## src/rtl/demod_chan_arb_if.sv

```systemverilog
// Stream bundle between the per-channel sample sources and the demodulator input.
// The source side (master) drives the channel streams and the demodulator's ready.
interface demod_chan_arb_if #(
  parameter int NCH = 4,
  parameter int DW  = 24
);
  logic [NCH*DW-1:0] s_axis_tdata;
  logic [NCH-1:0]    s_axis_tvalid;
  logic [NCH-1:0]    s_axis_tready;
  logic [DW-1:0]     m_axis_tdata;
  logic              m_axis_tvalid;
  logic              m_axis_tready;
  logic [1:0]        m_axis_tuser;
  logic              m_axis_tlast;

  modport master (
    output s_axis_tdata, s_axis_tvalid, m_axis_tready,
    input  s_axis_tready, m_axis_tdata, m_axis_tvalid, m_axis_tuser, m_axis_tlast
  );

  modport slave (
    input  s_axis_tdata, s_axis_tvalid, m_axis_tready,
    output s_axis_tready, m_axis_tdata, m_axis_tvalid, m_axis_tuser, m_axis_tlast
  );
endinterface

```

## src/rtl/demod_chan_arb.sv

```systemverilog
// Round-robin arbiter sharing one demodulator between NCH sample streams;
// each forwarded sample is tagged with its channel index on tuser.
module demod_chan_arb #(
  parameter int NCH = 4,
  parameter int DW  = 24
) (
  input  logic            s_axis_aclk,
  input  logic            s_axis_aresetn,
  input  logic            en,
  input  logic            strict,
  demod_chan_arb_if.slave bus
);
  localparam logic [1:0] LAST = 2'(NCH - 1);
  localparam logic [2:0] NCH3 = 3'(NCH);

  logic [1:0]     ptr_reg;
  logic [DW-1:0]  tdata_reg;
  logic [1:0]     tuser_reg;
  logic           tlast_reg;
  logic           tvalid_reg;

  logic [DW-1:0]  ch_data [NCH];
  logic [NCH-1:0] grant;
  logic [NCH-1:0] tready;
  logic [1:0]     gidx;
  logic [1:0]     cand;
  logic [2:0]     sum3;
  logic           found;
  logic           ofree;
  logic           xfer;

  genvar gi;
  generate
    for (gi = 0; gi < NCH; gi++) begin : g_unpack
      assign ch_data[gi] = bus.s_axis_tdata[gi*DW +: DW];
    end
  endgenerate

  assign ofree = ~tvalid_reg | bus.m_axis_tready;

  // Strict mode waits on ptr; otherwise search ptr, ptr+1, ... with wrap at NCH.
  always_comb begin
    grant = '0;
    gidx  = ptr_reg;
    found = 1'b0;
    cand  = ptr_reg;
    sum3  = '0;
    if (strict) begin
      if (bus.s_axis_tvalid[ptr_reg]) begin
        grant[ptr_reg] = 1'b1;
        found          = 1'b1;
      end
    end else begin
      for (int k = 0; k < NCH; k++) begin
        sum3 = {1'b0, ptr_reg} + 3'(k);
        if (sum3 >= NCH3) sum3 = sum3 - NCH3;
        cand = sum3[1:0];
        if (!found && bus.s_axis_tvalid[cand]) begin
          grant[cand] = 1'b1;
          gidx        = cand;
          found       = 1'b1;
        end
      end
    end
  end

  assign tready = grant & {NCH{s_axis_aresetn & en & ofree}};
  assign xfer   = found & s_axis_aresetn & en & ofree;

  always_ff @(posedge s_axis_aclk) begin
    if (!s_axis_aresetn) begin
      ptr_reg    <= '0;
      tdata_reg  <= '0;
      tuser_reg  <= '0;
      tlast_reg  <= 1'b0;
      tvalid_reg <= 1'b0;
    end else begin
      if (xfer) begin
        tdata_reg  <= ch_data[gidx];
        tuser_reg  <= gidx;
        tlast_reg  <= (gidx == LAST);
        tvalid_reg <= 1'b1;
        ptr_reg    <= (gidx == LAST) ? 2'd0 : gidx + 2'd1;
      end else if (bus.m_axis_tready) begin
        tvalid_reg <= 1'b0;
      end
      // Disabling restarts the next round at channel 0.
      if (!en) ptr_reg <= '0;
    end
  end

  assign bus.s_axis_tready = tready;
  assign bus.m_axis_tdata  = tdata_reg;
  assign bus.m_axis_tuser  = tuser_reg;
  assign bus.m_axis_tlast  = tlast_reg;
  assign bus.m_axis_tvalid = tvalid_reg;
endmodule
```

## src/flat_wrapper.sv

```systemverilog
// flat-port wrapper written by rule: the top's interface ports become plain ports
module demod_chan_arb_flat 
#(
  parameter int NCH = 4,
  parameter int DW  = 24
)
  (s_axis_aclk, s_axis_aresetn, en, strict, bus_s_axis_tdata, bus_s_axis_tvalid, bus_m_axis_tready, bus_s_axis_tready, bus_m_axis_tdata, bus_m_axis_tvalid, bus_m_axis_tuser, bus_m_axis_tlast);
  demod_chan_arb_if #(.NCH(NCH), .DW(DW)) bus_i ();
  input  logic s_axis_aclk;
  input  logic s_axis_aresetn;
  input  logic en;
  input  logic strict;
  input wire logic [$bits(bus_i.s_axis_tdata)-1:0] bus_s_axis_tdata;
  input wire logic [$bits(bus_i.s_axis_tvalid)-1:0] bus_s_axis_tvalid;
  input wire logic [$bits(bus_i.m_axis_tready)-1:0] bus_m_axis_tready;
  output wire logic [$bits(bus_i.s_axis_tready)-1:0] bus_s_axis_tready;
  output wire logic [$bits(bus_i.m_axis_tdata)-1:0] bus_m_axis_tdata;
  output wire logic [$bits(bus_i.m_axis_tvalid)-1:0] bus_m_axis_tvalid;
  output wire logic [$bits(bus_i.m_axis_tuser)-1:0] bus_m_axis_tuser;
  output wire logic [$bits(bus_i.m_axis_tlast)-1:0] bus_m_axis_tlast;
  assign bus_i.s_axis_tdata = bus_s_axis_tdata;
  assign bus_i.s_axis_tvalid = bus_s_axis_tvalid;
  assign bus_i.m_axis_tready = bus_m_axis_tready;
  assign bus_s_axis_tready = bus_i.s_axis_tready;
  assign bus_m_axis_tdata = bus_i.m_axis_tdata;
  assign bus_m_axis_tvalid = bus_i.m_axis_tvalid;
  assign bus_m_axis_tuser = bus_i.m_axis_tuser;
  assign bus_m_axis_tlast = bus_i.m_axis_tlast;
  demod_chan_arb #(.NCH(NCH), .DW(DW)) u_core (.s_axis_aclk(s_axis_aclk), .s_axis_aresetn(s_axis_aresetn), .en(en), .strict(strict), .bus(bus_i));
endmodule
```

## config.mk

```make
export PLATFORM = sky130hd
export DESIGN_NAME = demod_chan_arb_flat
export DESIGN_NICKNAME = d
export VERILOG_FILES = /design/src/rtl/demod_chan_arb_if.sv /design/src/rtl/demod_chan_arb.sv /design/src/flat_wrapper.sv
export SDC_FILE = /design/constraint.sdc
export NUM_CORES = 1
export LEC_CHECK = 0
export BUFFER_PORTS_ARGS = -buffer_cell sky130_fd_sc_hd__buf_2
export CORE_MARGIN = 10
export CORE_UTILIZATION = 45
export DETAILED_ROUTE_END_ITERATION = 16
export GPL_ROUTABILITY_DRIVEN = 0
export HOLD_SLACK_MARGIN = 0.06
export PLACE_DENSITY = 0.9
export SETUP_SLACK_MARGIN = 0.3
export SYNTH_ARGS = -nofsm -noshare
export SYNTH_HDL_FRONTEND = slang
export SYNTH_SLANG_ARGS = --single-unit
```

## constraint.sdc

```tcl
create_clock -name s_axis_aclk -period 4.3 [get_ports s_axis_aclk]
set_input_delay 0.43 -clock s_axis_aclk [delete_from_list [all_inputs] [get_ports s_axis_aclk]]
set_output_delay 0.43 -clock s_axis_aclk [all_outputs]
set_load 0.02 [all_outputs]
```

# Word-level counts from Yosys, hierarchy flattened
# Cells that the tools add are included.
[totals]
register_bits = 30
input_bits = 105
wordCells = 111
[op_classes]
add_sub_neg = 8
n_lt_le_gt_ge = 15
n_eq_ne = 1
muxes = 57
bitwise = 12
n_reduce_logical = 13
[op_table]
columns = ["op", "n"]
rows = [
  ["binary-select mux 24 bit (select 2 bit)", 1],
  ["2-to-1 mux 24 bit", 2],
  ["2-to-1 mux 4 bit", 9],
  ["2-to-1 mux 2 bit", 14],
  ["2-to-1 mux 1 bit", 21],
  ["less-than comparator 2 x 3 -> 1 bit (second input constant)", 5],
  ["greater-or-equal comparator 3 bit (second input constant)", 4],
  ["OR 4 bit", 3],
  ["binary-select mux 1 bit (select 2 bit)", 5],
  ["demux 1 bit (select 2 bit)", 5],
  ["greater-or-equal comparator 2 x 1 -> 1 bit (second input constant)", 5],
  ["logical AND 1 bit", 8],
  ["subtractor 2 x 1 -> 2 bit (second input constant)", 4],
  ["adder 2 x 2 -> 3 bit (second input constant)", 2],
  ["AND 1 bit", 5],
  ["AND 4 bit", 1],
  ["adder 2 x 1 -> 3 bit (second input constant)", 1],
  ["greater-or-equal comparator 2 x 3 -> 1 bit (second input constant)", 1],
  ["zero test 1 bit", 3],
  ["inverter 2 -> 3 bit", 1],
  ["adder 2 x 1 -> 2 bit (second input constant)", 1],
  ["equality test 2 bit (second input constant)", 1],
  ["AND reduction 2 bit", 1],
  ["nonzero test 2 bit", 1],
  ["other kinds (2)", 2],
]

# Longest topological paths before layout
[depth]
depth_word = 23
mapped_depth = 13
depth_no_buf = 11

# Worst setup path after synthesis
# No wires, ideal clock.
[synth_path]
path_type = "reg2out"
startpoint = "register u_core.ptr_reg[0]"
endpoint = "output bus_s_axis_tready[0]"
arrival_ns = 2.660
required_time_ns = 3.870
setup_slack_ns = 1.210
path_stages_with_launch = 10
n_path_buf = 1
cell_sequence = "dfxtp_1 > buf_2 > inv_1 > ha_1 > mux4_2 > nor2b_2 > nor3b_1 > a222oi_1 > a2bb2oi_1 > nor2_1"
[synth_via]
elab_chain_len = 20
[synth_lines]
columns = ["item", "line", "rtl"]
rows = [
  ["start, declared", "demod_chan_arb.sv:16", "logic [1:0] ptr_reg;"],
  ["start signal, assigned", "demod_chan_arb.sv:83", "ptr_reg <= (gidx == LAST) ? 2'd0 : gidx + 2'd1;"],
  ["branches (longest 18 deep; another with adder 2 x 1 -> 3 bit)", "--", ""],
  ["2-to-1 mux 4 bit (*)", "demod_chan_arb.sv:48", "if (strict) begin"],
  ["AND 4 bit (*)", "demod_chan_arb.sv:67", "assign tready = grant & {NCH{s_axis_aresetn & en & ofree}};"],
  ["end, declared", "flat_wrapper.sv:16", "output wire logic [$bits(bus_i.s_axis_tready)-1:0] bus_s_axis_tready;"],
]
# Mark *: on every way between the ends. The select of a mux whose other input is x is not followed.

# Worst setup path in the final report
[layout_path]
startpoint = "register u_core.ptr_reg[1]"
endpoint = "register u_core.tdata_reg[7] (netlist: u_core.bus.m_axis_tdata[7])"
[layout_via]
elab_chain_len = 23
[layout_lines]
columns = ["item", "line", "rtl"]
rows = [
  ["greater-or-equal comparator 2 x 3 -> 1 bit or subtractor 2 x 1 -> 2 bit (tied branches)", "demod_chan_arb.sv:56", "if (sum3 >= NCH3) sum3 = sum3 - NCH3;"],
  ["2-to-1 mux 2 bit", "demod_chan_arb.sv:56", ""],
  ["2-to-1 mux 2 bit", "demod_chan_arb.sv:48", ""],
  ["binary-select mux 1 bit (select 2 bit)", "demod_chan_arb.sv:58", "if (!found && bus.s_axis_tvalid[cand]) begin"],
  ["2-to-1 mux 1 bit (not written as such)", "demod_chan_arb.sv:58", ""],
  ["2-to-1 mux 1 bit", "demod_chan_arb.sv:58", ""],
  ["2-to-1 mux 1 bit", "demod_chan_arb.sv:48", ""],
  ["zero test 1 bit", "demod_chan_arb.sv:58", ""],
  ["[7 not listed]", "--", ""],
  ["zero test 1 bit", "demod_chan_arb.sv:58", ""],
  ["logical AND 1 bit", "demod_chan_arb.sv:58", ""],
  ["2-to-1 mux 2 bit (*)", "demod_chan_arb.sv:58", ""],
  ["2-to-1 mux 2 bit (*)", "demod_chan_arb.sv:48", ""],
  ["via u_core.gidx[0]", "demod_chan_arb.sv:25", "logic [1:0] gidx;"],
  ["inverter 2 -> 3 bit (not written as such) (*)", "demod_chan_arb.sv:79", "tdata_reg <= ch_data[gidx];"],
  ["binary-select mux 24 bit (select 2 bit) (*)", "demod_chan_arb.sv:79", ""],
  ["2-to-1 mux 24 bit (not written as such) (*) (2 in series)", "demod_chan_arb.sv:79", ""],
  ["end signal, assigned", "demod_chan_arb.sv:79", ""],
  ["end, declared", "demod_chan_arb.sv:17", "logic [DW-1:0] tdata_reg;"],
]
# The timed path passes the listed nets; every way through them passes the cells marked *. The select of a mux whose other input is x is not followed.
# A chain may end at the register's enable or synchronous reset.

==> impl_metrics.json <==
{
  "status": "finished clean",
  "portBuffers": 136,
  "p_int_w": 0.000544,
  "async_reset_ff_share_pct": 0,
  "peakVddDrop_mv": 0.116,
  "fin_nets": 509,
  "fin_skew_ps": 3.51,
  "grt_pass1_vias": 2710,
  "register_area_um2": 601,
  "syn_area_per_cell_um2": 9.56,
  "yosys-top-cells-count": "dfxtp_1 (30), nand2_1 (30), mux2i_1 (28), o211ai_1 (28), and3_1 (23)",
  "diodes": 0,
  "ant_nets": 0,
  "worstHoldPathType": "primary input to register",
  "finalNonFillerCells": 468,
  "highest_layer": "met4",
  "wl_met1_um": 3190,
  "grt_pass1_wl_um": 13000,
  "start_kind": "register",
  "power_density_nw_per_um2": 246,
  "grt_usage_pct": 17.3,
  "synth_edf_count": 0,
  "start_util_pct": 46.6,
  "viasPerCell": 5.59,
  "rsz0062_at_grt": "false",
  "cp_slowest_cell": "xnor2_4",
  "postCtsHoldBufs": 0,
  "synth_ff_type": "dfxtp_1",
  "ys_seq_area_share_pct": 23.3,
  "fin_setup_tns_ps": 0,
  "pwr-share-seq_pct": 39.0,
  "clockRootBuffer": "clkbuf_8",
  "path_buf_inv": 3,
  "num_io_pins": 137,
  "synth_top_area_share_pct": 23.3,
  "synth_cell_types": 45,
  "endpoint_kind": "register",
  "cts_tree": "done",
  "post-cts-setup-buffers": 0,
  "rr_worst_depth": 10,
  "synth-seq-cells": 30,
  "firstDrtPassIters": 4,
  "cp_slowest_stage_delay_ps": 600,
  "power_switching_w": 0.000272,
  "core_um2": 5540,
  "syn_area_um2": 2580,
  "path_clk_slew_ps": 60,
  "drive_above_1_share_pct": 46.5,
  "max-clock-path-buffers": 2,
  "die_width_um": 95.7,
  "yosysWarnings": 0,
  "multi_input_area_um2": 1810,
  "die_y_um": 95.7,
  "finalHoldViolations": 0,
  "criticalPathCategory": "register to register",
  "grt_start_max_net_pins": 48,
  "met3_length_um": 687,
  "power_frac_comb_pct": 35.2,
  "ff2ff_setup_slack_ps": 770,
  "slew_headroom_pct": 50.3,
  "synth_area_leaders": "dfxtp_1 (23%), mux2i_1 (11%), o211ai_2 (9.7%)",
  "wl_met2_um": 4390,
  "dp_hpwl_um": 6640,
  "fillers": 513,
  "worstPathArrival_ps": 3680,
  "dr.first_iter.drc_count": 133,
  "cp_cell_sequence": "inv_1 > ha_1 > mux4_2 > nor2b_2 > o21ai_4 > xnor2_4 > inv_2 > nand2_1 > buf_4 > o211ai_2",
  "ctsResizeCount": 0,
  "rr_endpoint": "u_core.bus.m_axis_tdata[7]",
  "fmax_mhz": 283,
  "syn2layout_area_growth_pct": 28.5,
  "largest_reg_flops": 24,
  "rr_startpoint": "u_core.ptr_reg[1]",
  "synth_nets": 383,
  "cp-startpoint": "u_core.ptr_reg[1]",
  "dieArea_um2": 9160,
  "avgRoutedWirePerCell_um": 17.8,
  "htree_num_levels": 2,
  "num_rows": 27,
  "path_depth": 10,
  "worstPathMaxFanout": 26,
  "overflow": 0,
  "synthCells": 270,
  "swShare_pct": 33.3,
  "pre_cts_slack_ps": 755,
  "setup_viol": 0,
  "min_period_ps": 3530,
  "cp.required_ps": 4450,
  "slew_violations": 0,
  "cts_buffers": 5,
  "synth_top_area_cell": "dfxtp_1",
  "drv_cap": 0,
  "place_inst": 461,
  "p_clk_share_pct": 25.8,
  "vias": 2614,
  "drt-total-wl_um": 8350,
  "path_delay_family": "simple AND/OR/NAND/NOR gates",
  "drc": 0,
  "endpoint": "u_core.bus.m_axis_tdata[7]",
  "p_leak_nw": 1.54,
  "clk_latency_ps": 270,
  "worst_slack_ps": 772,
  "antenna_found_initial": 0,
  "min_period_over_period_pct": 82.1,
  "worst_pin_slew_ps": 745,
  "clkSinkCount": 30
}
-- per-layer routing --
layer	up-vias	track usage (%)
met5	-	0
met4	0	4.05
met3	6	4.67
met2	104	31.3
met1	1219	19.8
li1	1285	-
-- layout by cell type, fill, tap and decap left out, drive strengths merged --
master / n
nor3: 1
and3: 23
o21bai: 1
inv: 3
nor4: 1
o211ai: 48
o211a: 1
clkbuf: 7
a222oi: 4
a2bb2oi: 4
nand2: 31
or2: 2
nand2b: 1
mux4: 4
and3b: 1
o2111ai: 1
o221ai: 2
nor2: 9
nand3: 2
o21ai: 3
ha: 8
a21oi: 2
nor2b: 5
dfxtp: 30
buf: 142
and2: 1
a21boi: 24
o21ba: 1
a32oi: 1
xnor2: 1
mux2i: 28
o31ai: 1
nor3b: 3
-- layout make-up --
cell class / instances / share of cell area (%)
multi-input combinational: 214 / 54.6
tap: 72 / 2.72
sequential: 30 / 18.1
inverter: 3 / 0.340
timing repair buffer: 142 / 21.9
clock buffer: 7 / 2.30
-- per-stage QoR --
| step | hold WS (ps) | total power [W] | instance area [um2] | util, % |
|---|---|---|---|---|
| 2_1_floorplan | 552 | 0.000511 | 2580 | - |
| 3_3_place_gp | 447 | 0.000603 | 3240 | 58.4 |
| 3_5_place_dp | 451 | 0.000612 | 3240 | 58.4 |
| 4_1_cts | 439 | 0.000826 | 3310 | 59.8 |
| 5_1_grt | 443 | 0.000867 | 3310 | 59.8 |
| 6_report | 448 | 0.000815 | 3310 | 59.8 |
-- power groups by stage --
stage	sequential (W)	clock, W	combinational, W
finish	0.000318	0.000210	0.000287
detailed placement	0.000324	0	0.000288
global placement	0.000323	0	0.000280
floorplan	0.000356	0	0.000154
CTS	0.000318	0.000219	0.000289
global route	0.000322	0.000233	0.000313
-- worst reg2reg max path: stages (launching register included) --
cell,delay (ps)
dfxtp_1,550
inv_1,170
ha_1,380
mux4_2,270
nor2b_2,280
o21ai_4,120
xnor2_4,600
inv_2,80
nand2_1,480
buf_4,340
o211ai_2,120
-- worst min-delay path by stage --
| stage | from | endpoint | slack, ps | cells after the start |
|---|---|---|---|---|
| 3_5_place_dp | u_core.bus.m_axis_tdata[16] | u_core.bus.m_axis_tdata[16] | 450 | 2 |
| 2_1_floorplan | s_axis_aresetn | u_core.bus.m_axis_tvalid | 550 | 1 |
| 4_1_cts | en | u_core.ptr_reg[0] | 440 | 3 |
| 3_3_place_gp | u_core.bus.m_axis_tdata[16] | u_core.bus.m_axis_tdata[16] | 450 | 2 |
| 5_1_grt | bus_s_axis_tdata[24] | u_core.bus.m_axis_tdata[0] | 440 | 3 |
| 6_report | en | u_core.ptr_reg[0] | 450 | 3 |
-- cells by family (layout without fill, tap and decap cells) --
kind of cell               Yosys count  in the layout  share of synthesized area [%]
AOI/OAI and AO/OA                   93             93                           33.0
and+or+nand+nor                     80             80                           17.4
muxes                               32             32                           14.4
DFF                                 30             30                           23.3
buffers and inverters               26            152                           6.98
adders and majority gates            8              8                           3.88
xor gates and xnor gates             1              1                           1.07
No activity file was read; power rests on OpenSTA's default activity.
